===== src/rtl/xor4_rr_arbiter_pkg.sv =====
// Shared constants, state encoding and lane-select helper for the
// round-robin XOR arbiter.
package xor4_rr_arbiter_pkg;

  localparam int N_REQ = 4;
  localparam int DW    = 4;
  localparam int IDW   = 2;
  localparam int CW    = 8;

  // Pointer value that makes requester 0 the first choice out of reset.
  localparam logic [IDW-1:0] RR_RESET_LAST = 2'd3;

  typedef enum logic {
    ST_EMPTY = 1'b0,
    ST_FULL  = 1'b1
  } state_e;

  function automatic logic [DW-1:0] lane_sel(
    input logic [N_REQ*DW-1:0] bus,
    input logic [IDW-1:0]      idx
  );
    logic [DW-1:0] lane;
    case (idx)
      2'd0:    lane = bus[3:0];
      2'd1:    lane = bus[7:4];
      2'd2:    lane = bus[11:8];
      2'd3:    lane = bus[15:12];
      default: lane = bus[3:0];
    endcase
    return lane;
  endfunction

endpackage


===== src/rtl/xor4_rr_arbiter_pick.sv =====
// Combinational round-robin picker: searches upward from last+1, wrapping,
// and returns a one-hot grant plus its index.
module rr_pick4
  import xor4_rr_arbiter_pkg::*;
(
  input  logic [N_REQ-1:0] req,
  input  logic [IDW-1:0]   last,
  input  logic             en,
  output logic [N_REQ-1:0] gnt,
  output logic [IDW-1:0]   idx
);

  logic             found_s;
  logic [IDW-1:0]   cand_s;

  always_comb begin
    gnt     = 4'b0000;
    idx     = 2'd0;
    found_s = 1'b0;
    cand_s  = 2'd0;
    for (int i = 0; i < N_REQ; i++) begin
      // 2-bit addition wraps naturally back to requester 0.
      cand_s = last + 2'd1 + i[IDW-1:0];
      if (en && !found_s && req[cand_s]) begin
        gnt[cand_s] = 1'b1;
        idx         = cand_s;
        found_s     = 1'b1;
      end else begin
        found_s = found_s;
      end
    end
  end

endmodule


===== src/rtl/xor_4bit.sv =====
// Plain 4-bit bitwise XOR datapath, shared by all requesters.
module xor_4bit (
  input  logic [3:0] a,
  input  logic [3:0] b,
  output logic [3:0] z
);

  assign z = a ^ b;

endmodule


===== src/rtl/xor4_rr_arbiter.sv =====
// Four requesters share one xor_4bit through a round-robin grant; the result
// lands in a one-entry valid/ready output register tagged with its source.
module xor4_rr_arbiter
  import xor4_rr_arbiter_pkg::*;
(
  input  logic                clk,
  input  logic                reset,
  input  logic [N_REQ-1:0]    req,
  input  logic [N_REQ*DW-1:0] x_in,
  input  logic [N_REQ*DW-1:0] y_in,
  output logic [N_REQ-1:0]    gnt,
  output logic [DW-1:0]       z_out,
  output logic [IDW-1:0]      z_id,
  output logic                z_valid,
  input  logic                z_ready,
  output logic [CW-1:0]       op_cnt
);

  state_e          state_q, state_d;
  logic [DW-1:0]   z_out_q, z_out_d;
  logic [IDW-1:0]  z_id_q,  z_id_d;
  logic [IDW-1:0]  last_q,  last_d;
  logic [CW-1:0]   cnt_q,   cnt_d;

  logic            free_s;
  logic            en_s;
  logic            xfer_s;
  logic [N_REQ-1:0] gnt_s;
  logic [IDW-1:0]  idx_s;
  logic [DW-1:0]   x_sel_s;
  logic [DW-1:0]   y_sel_s;
  logic [DW-1:0]   z_s;

  // The picker is enabled only when the slot is free and reset is low.
  assign free_s = (state_q == ST_EMPTY) || z_ready;
  assign en_s   = free_s && !reset;

  rr_pick4 u_pick (
    .req  (req),
    .last (last_q),
    .en   (en_s),
    .gnt  (gnt_s),
    .idx  (idx_s)
  );

  assign xfer_s  = |(req & gnt_s);
  assign x_sel_s = lane_sel(x_in, idx_s);
  assign y_sel_s = lane_sel(y_in, idx_s);

  xor_4bit u_xor (
    .a (x_sel_s),
    .b (y_sel_s),
    .z (z_s)
  );

  always_comb begin
    state_d = state_q;
    z_out_d = z_out_q;
    z_id_d  = z_id_q;
    last_d  = last_q;
    cnt_d   = cnt_q;

    case (state_q)
      ST_EMPTY: begin
        if (xfer_s) begin
          state_d = ST_FULL;
        end else begin
          state_d = ST_EMPTY;
        end
      end
      ST_FULL: begin
        if (xfer_s) begin
          state_d = ST_FULL;
        end else if (z_ready) begin
          state_d = ST_EMPTY;
        end else begin
          state_d = ST_FULL;
        end
      end
      default: state_d = ST_EMPTY;
    endcase

    // A new result overwrites the slot; otherwise data holds even when consumed.
    if (xfer_s) begin
      z_out_d = z_s;
      z_id_d  = idx_s;
      last_d  = idx_s;
      cnt_d   = cnt_q + 8'd1;
    end else begin
      z_out_d = z_out_q;
      z_id_d  = z_id_q;
      last_d  = last_q;
      cnt_d   = cnt_q;
    end
  end

  always_ff @(posedge clk or posedge reset) begin
    if (reset) begin
      state_q <= ST_EMPTY;
      z_out_q <= 4'h0;
      z_id_q  <= 2'd0;
      last_q  <= RR_RESET_LAST;
      cnt_q   <= 8'd0;
    end else begin
      state_q <= state_d;
      z_out_q <= z_out_d;
      z_id_q  <= z_id_d;
      last_q  <= last_d;
      cnt_q   <= cnt_d;
    end
  end

  assign gnt     = gnt_s;
  assign z_valid = (state_q == ST_FULL);
  assign z_out   = z_out_q;
  assign z_id    = z_id_q;
  assign op_cnt  = cnt_q;

endmodule


===== config.mk =====
export PLATFORM = sky130hd
export DESIGN_NAME = xor4_rr_arbiter
export DESIGN_NICKNAME = d
export VERILOG_FILES = /design/src/rtl/xor4_rr_arbiter_pkg.sv /design/src/rtl/xor4_rr_arbiter_pick.sv /design/src/rtl/xor_4bit.sv /design/src/rtl/xor4_rr_arbiter.sv
export SDC_FILE = /design/constraint.sdc
export NUM_CORES = 1
export LEC_CHECK = 0
export CORE_MARGIN = 10
export CORE_UTILIZATION = 46
export CTS_BUF_LIST = sky130_fd_sc_hd__clkbuf_4 sky130_fd_sc_hd__clkbuf_8
export DETAILED_ROUTE_END_ITERATION = 10
export PLACE_DENSITY = 0.82
export SETUP_SLACK_MARGIN = 0.15
export SLEW_MARGIN = 20
export SYNTH_ARGS = -nofsm -noshare
export SYNTH_HDL_FRONTEND = slang
export SYNTH_SLANG_ARGS = --single-unit
export TNS_END_PERCENT = 10

===== constraint.sdc =====
create_clock -name clk -period 3.4 [get_ports clk]
set_input_delay 0.68 -clock clk [delete_from_list [all_inputs] [get_ports clk]]
set_output_delay 0.68 -clock clk [all_outputs]
set_load 0.1 [all_outputs]

==> results of run 1 <==
## state kept, by name, indices dropped and copies added, names as in the netlist
register / flops
z_out: 4
last_q: 2
z_id: 2
op_cnt: 8
z_valid: 1
## cell usage after synthesis, types with 3 or more instances
| library cell | number | area [um2] |
|---|---|---|
| mux2i_1 | 34 | 340 |
| dfrtp_1 | 15 | 375 |
| xnor2_1 | 10 | 87.6 |
| ha_1 | 9 | 113 |
| nand2_1 | 8 | 30.0 |
| a21oi_1 | 7 | 35.0 |
| nor2_1 | 7 | 26.3 |
| inv_1 | 6 | 22.5 |
| nand4_1 | 6 | 37.5 |
| a32oi_1 | 5 | 43.8 |
| mux2_2 | 4 | 45.0 |
| a21o_1 | 3 | 22.5 |
| a221o_1 | 3 | 30.0 |
| and3_1 | 3 | 18.8 |
| buf_6 | 3 | 33.8 |
| o2bb2ai_1 | 3 | 26.3 |
## logic make-up after synthesis
| family | share of synthesized area |
|---|---|
| simple gates | 0.114 |
| fa+ha+maj | 0.0704 |
| buf+inv | 0.0587 |
| xor+xnor | 0.0602 |
| compound gates | 0.150 |
| mux | 0.279 |
| flops | 0.268 |
## stage by stage
| stage | instances | hold WS, ps | setup TNS (ps) |
|---|---|---|---|
| floorplan | 160 | 583 | -717 |
| detailed placement | 269 | 471 | -101 |
| global route | 279 | 520 | -19.6 |
| global placement | 269 | 461 | -26.3 |
| CTS | 279 | 487 | 0 |
| finish | 279 | 481 | 0 |
## worst min path at each step
stage                     startpoint               endpoint  slack, ps  cells past startpoint
6_report       op_cnt[7]$_DFFE_PP0P_  op_cnt[7]$_DFFE_PP0P_        480                      1
5_1_grt        op_cnt[7]$_DFFE_PP0P_  op_cnt[7]$_DFFE_PP0P_        520                      1
4_1_cts        op_cnt[7]$_DFFE_PP0P_  op_cnt[7]$_DFFE_PP0P_        490                      1
3_5_place_dp   op_cnt[7]$_DFFE_PP0P_  op_cnt[7]$_DFFE_PP0P_        470                      1
3_3_place_gp   op_cnt[7]$_DFFE_PP0P_  op_cnt[7]$_DFFE_PP0P_        460                      1
2_1_floorplan  last_q[1]$_DFFE_PP1P_  last_q[1]$_DFFE_PP1P_        580                      2
## critical path: cells and delay by family (launching register included)
| kind | cells | cell delay, ps |
|---|---|---|
| flops | 1 | 580 |
| compound gates | 1 | 200 |
| simple gates | 3 | 510 |
| buf+inv | 2 | 320 |
| mux | 1 | 400 |
| fa+ha+maj | 1 | 330 |
## timing repair
item                                    CTS  global route
gates resized for setup                  17             8
hold endpoints to repair                  0             0
endpoints found under the setup margin    9             7
pin swaps                                 6             2
setup buffers                             6             0
## per-layer routing
metal,share of wire,up-vias
met2,0.47,84
met3,0.10,8
met5,0,-
met4,0.018,0
li1,-,751
met1,0.41,749
## final cells by class
class | instances | area, um2
sequential | 17 | 428
fill | 252 | 833
tap | 46 | 57.6
inverter | 6 | 26.3
multi-input combinational | 129 | 1210
clock inverter | 1 | 5.00
timing repair buffer | 77 | 752
clock buffer | 3 | 22.5
## power by group
part | internal (mW) | switching, mW
registers | 0.289 | 0.0706
logic | 0.868 | 1.36
clock network | 0.0437 | 0.0608
total | 1.20 | 1.49
==> results.toml, run 1 <==
[die]
die_w_um = 79.0
start_util = 0.479
die_y_um = 79.0
ios = 58
rows = 21
core_area_um2 = 3340
die_area_um2 = 6230

[timing]
slew_headroom = 0.351
fmax_ghz = 0.302
setup_viol = 0
hold_violations = 0
period_needed_ps = 3320
fin_ws_ps = 84.0
finClkSkew_ps = 10.6
slew_viol_final = 0
rsz0062_at_grt = "true"
finalCritPeriodShare = 0.975
worst_pin_slew_ps = 971

[detailed_routing]
drt_iter0_drc = 106
first_pass_iters = 4
routed_wl_mm = 4.76
drc_errors = 0
num_vias = 1592
vias_per_cell = 5.71
wl_per_cell_um = 17.1
ant_nets = 0

[finish]
stdcell_area_um2 = 2500
layout_commonest_cell = "clkdlybuf4s50_1"
syn2layout_area_growth_pct = 56.6
final_cell_mix = "36 x clkdlybuf4s50_1, 32 x mux2i_1, 30 x buf_4"
diodes = 0
final_nets = 282
layout-drive-gt1-share = 0.313
post-route-util = 0.750

[logic_synthesis]
synthFlopType = "dfrtp_1"
synth_area_per_cell_um2 = 9.99
postSynthCellCount = 160
seq_area_frac_synth = 0.268
async_reset_ff_frac = 1.00
ys_ff_latch = 17
synth_area_um2 = 1600
synth_edf_count = 0
ys_types = 39
yosys_warnings = 0
synth_fp_nets = 208

[worst_setup_path]
r2r_cells = 12
path_class = "reg -> out"
crit_slowest_cell = "dfstp_2"
crit_end = "gnt[0]"
crit_arrival_ps = 2640
reg2reg_slack_ps = 270
critPathRequiredTime_ps = 2720
cp_max_fo = 6
r2r_start = "last_q[0]$_DFFE_PP1P_"
end_kind = "primary output"
r2r-end = "z_out[0]$_DFFE_PP0P_"
cp_cell_sequence = "clkinvlp_4 -> ha_4 -> mux4_2 -> nor3_4 -> nand2_4 -> nor2_4 -> a221o_2 -> buf_12"
crit_path_max_incr_delay_ps = 580
setup.worst_path.start = "last_q[0]$_DFFE_PP1P_"
start_kind = "flip-flop"

[grt]
grt_max_degree = 23
grt_most_used_layer = "met2"
met2_usage = 0.236
grt_usage = 0.146
met3_usage = 0.0687
grt_pass1_wl_mm = 7.56
use_met1 = 0.174
antenna_found_initial = 0
grt_pass1_vias = 1566
overflow = 0

[cts]
cts_root_buf = "clkbuf_4"
clkSlewWorstSetupHoldPaths_ps = 100
cts-root-to-sink-buffers = 2
hold_buffers = 0
cts_tree = "built"
clk_latency_ps = 290
htreeDepth = 1
cts_buffers = 3
cts.sinks = 17

[power_and_ir_drop]
leakage_nw = 1.07
powerDensity_nw_per_um2 = 1070
irDropWorstVdd_mv = 0.701
p_total_mw = 2.69

[min_path]
hold_path.class = "reg -> reg"

[placement]
dp_hpwl_mm = 3.63
place.gp.congestion = 0.938
port_buffers = 57
pre_cts_ws_ps = -39.1
placed_area_um2 = 2340

[flow_run]
max_cap_violations = 0

[outcome]
outcome = "finished, final reports clean"
Note: power is estimated with default switching activity, not from simulation.
==> run 2, diff against run 1 <==
--- a/config.mk
+++ b/config.mk
@@ -15,4 +15,3 @@
 export SYNTH_ARGS = -nofsm -noshare
 export SYNTH_HDL_FRONTEND = slang
 export SYNTH_SLANG_ARGS = --single-unit
-export TNS_END_PERCENT = 10
==> results.toml, run 2 (same netlist as run 1, synthesis figures left out) <==
[grt]
grt_pass1_wl_mm = 8.20
grt_usage = 0.156
overflow = 0
antenna_found_initial = 0
grt_max_degree = 19
grt_pass1_vias = 1692

[timing]
finalSetupTns_ps = 0
period_needed_ps = 3220
whs_ps = 484
slew_viol_final = 0
setup_viol = 0
rsz0062_at_grt = "true"
worst_pin_slew_ps = 970
fin_ws_ps = 180
slew_headroom = 0.351
fmax_ghz = 0.311
hold_violations = 0
finalCritPeriodShare = 0.947
finClkSkew_ps = 9.12

[power_and_ir_drop]
leakage_nw = 1.11
irDropWorstVdd_mv = 0.666
powerDensity_nw_per_um2 = 1060
p_total_mw = 2.70

[detailed_routing]
ant_nets = 0
drt_iter0_drc = 169
wl_per_cell_um = 17.4
drc_errors = 0
routed_wl_mm = 5.00
vias_per_cell = 5.67
first_pass_iters = 4
num_vias = 1626

[flow_run]
max_cap_violations = 0

[worst_setup_path]
start_kind = "flip-flop"
path_buf_inv = 2
path_class = "reg -> out"
crit_slowest_cell = "dfstp_2"
cp_cell_sequence = "buf_8 -> mux2i_1 -> mux2_4 -> nand4_1 -> a21oi_1 -> a221o_4 -> buf_12"
cp_max_fo = 12
end_kind = "primary output"
crit_arrival_ps = 2540
critPathRequiredTime_ps = 2720
cp_top_family = "multiplexers"
crit_path_max_incr_delay_ps = 590

[cts]
htreeDepth = 1
cts_root_buf = "clkbuf_4"
cts.sinks = 17
clkSlewWorstSetupHoldPaths_ps = 100
cts-root-to-sink-buffers = 2
cts_tree = "built"
hold_buffers = 0
cts_buffers = 3
clk_latency_ps = 290

[placement]
pre_cts_ws_ps = -88.7
place.gp.congestion = 0.882
dp.cells = 277
placed_area_um2 = 2410
dp_hpwl_mm = 4.18
port_buffers = 57

[outcome]
outcome = "finished, final reports clean"

[finish]
stdcell_area_um2 = 2550
layout-drive-gt1-share = 0.315
largest_register_ffs = 8
stdcell_count = 287
final_nets = 290
post-route-util = 0.764
diodes = 0
final_cell_mix = "38 x buf_4, 35 x clkdlybuf4s50_1, 33 x mux2i_1"
layout_commonest_cell = "buf_4"
syn2layout_area_growth_pct = 59.5

[die]
die_area_um2 = 6230
die_y_um = 79.0
die_w_um = 79.0
ios = 58
core_area_um2 = 3340
rows = 21
start_util = 0.479

[min_path]
hold_path.class = "reg -> reg"
## run 2: cell count changes in the layout (fill, tap and decap cells not counted), moves of 2 or more
| cell | delta |
|---|---|
| a221o_2 | -2 |
| a221o_4 | +2 |
| buf_4 | +8 |
| a32oi_2 | -2 |
| a21oi_2 | -2 |
| a21oi_1 | +2 |
| a32oi_1 | +2 |
## run 2: power breakdown
| part | total, mW | switching, mW | internal, mW |
|---|---|---|---|
| Combinational | 2.24 | 1.36 | 0.879 |
| Sequential | 0.359 | 0.0705 | 0.289 |
| Clock | 0.107 | 0.0635 | 0.0437 |
| Total | 2.70 | 1.49 | 1.21 |
## run 2: what timing repair did
item / CTS / global route
pin swaps: 1 / 1
hold endpoints to repair: 0 / 0
buffers inserted: 3 / 3
endpoints found under the setup margin: 20 / 5
gates resized for setup: 16 / 5
## run 2: layer usage
layer	wire length [um]	GRT usage	share of wire	vias up
li1	-	-	-	765
met1	2040	0.186	0.41	756
met2	2440	0.265	0.49	96
met3	481	0.0495	0.096	9
met4	41	0.0341	0.0082	0
met5	0	0	0	-
## run 2: worst register-to-register path: stages, from the launching register on
cell and delay, ps:
dfstp_2 590, inv_2 60, ha_4 320, mux4_2 370, buf_6 150, nor3_4 160
buf_4 150, o211ai_1 90, a32oi_2 230, buf_12 200, buf_4 140, mux2i_1 170
mux2i_1 110, xnor2_1 180, a21oi_1 80
## run 2: path summary, 6_finish.rpt
check                                      startpoint                     to  slack [ps]  cells after the start
worst min-delay path            op_cnt[7]$_DFFE_PP0P_  op_cnt[7]$_DFFE_PP0P_         480                      1
worst max-delay path            last_q[0]$_DFFE_PP1P_                 gnt[0]         180                      7
max in group asynchronous                       reset  op_cnt[2]$_DFFE_PP0P_        1990                      2
worst max register to register  last_q[0]$_DFFE_PP1P_   z_out[2]$_DFFE_PP0P_         310                     14
worst min register to register  op_cnt[7]$_DFFE_PP0P_  op_cnt[7]$_DFFE_PP0P_         480                      1
min in group asynchronous                       reset   z_out[2]$_DFFE_PP0P_         990                      2
## run 2: area by class of cell
class,count,area (um2)
tap,46,57.6
inverter,6,22.5
multi-input combinational,129,1210
timing repair buffer,85,808
sequential,17,428
clock inverter,1,5.00
clock buffer,3,22.5
fill,233,787
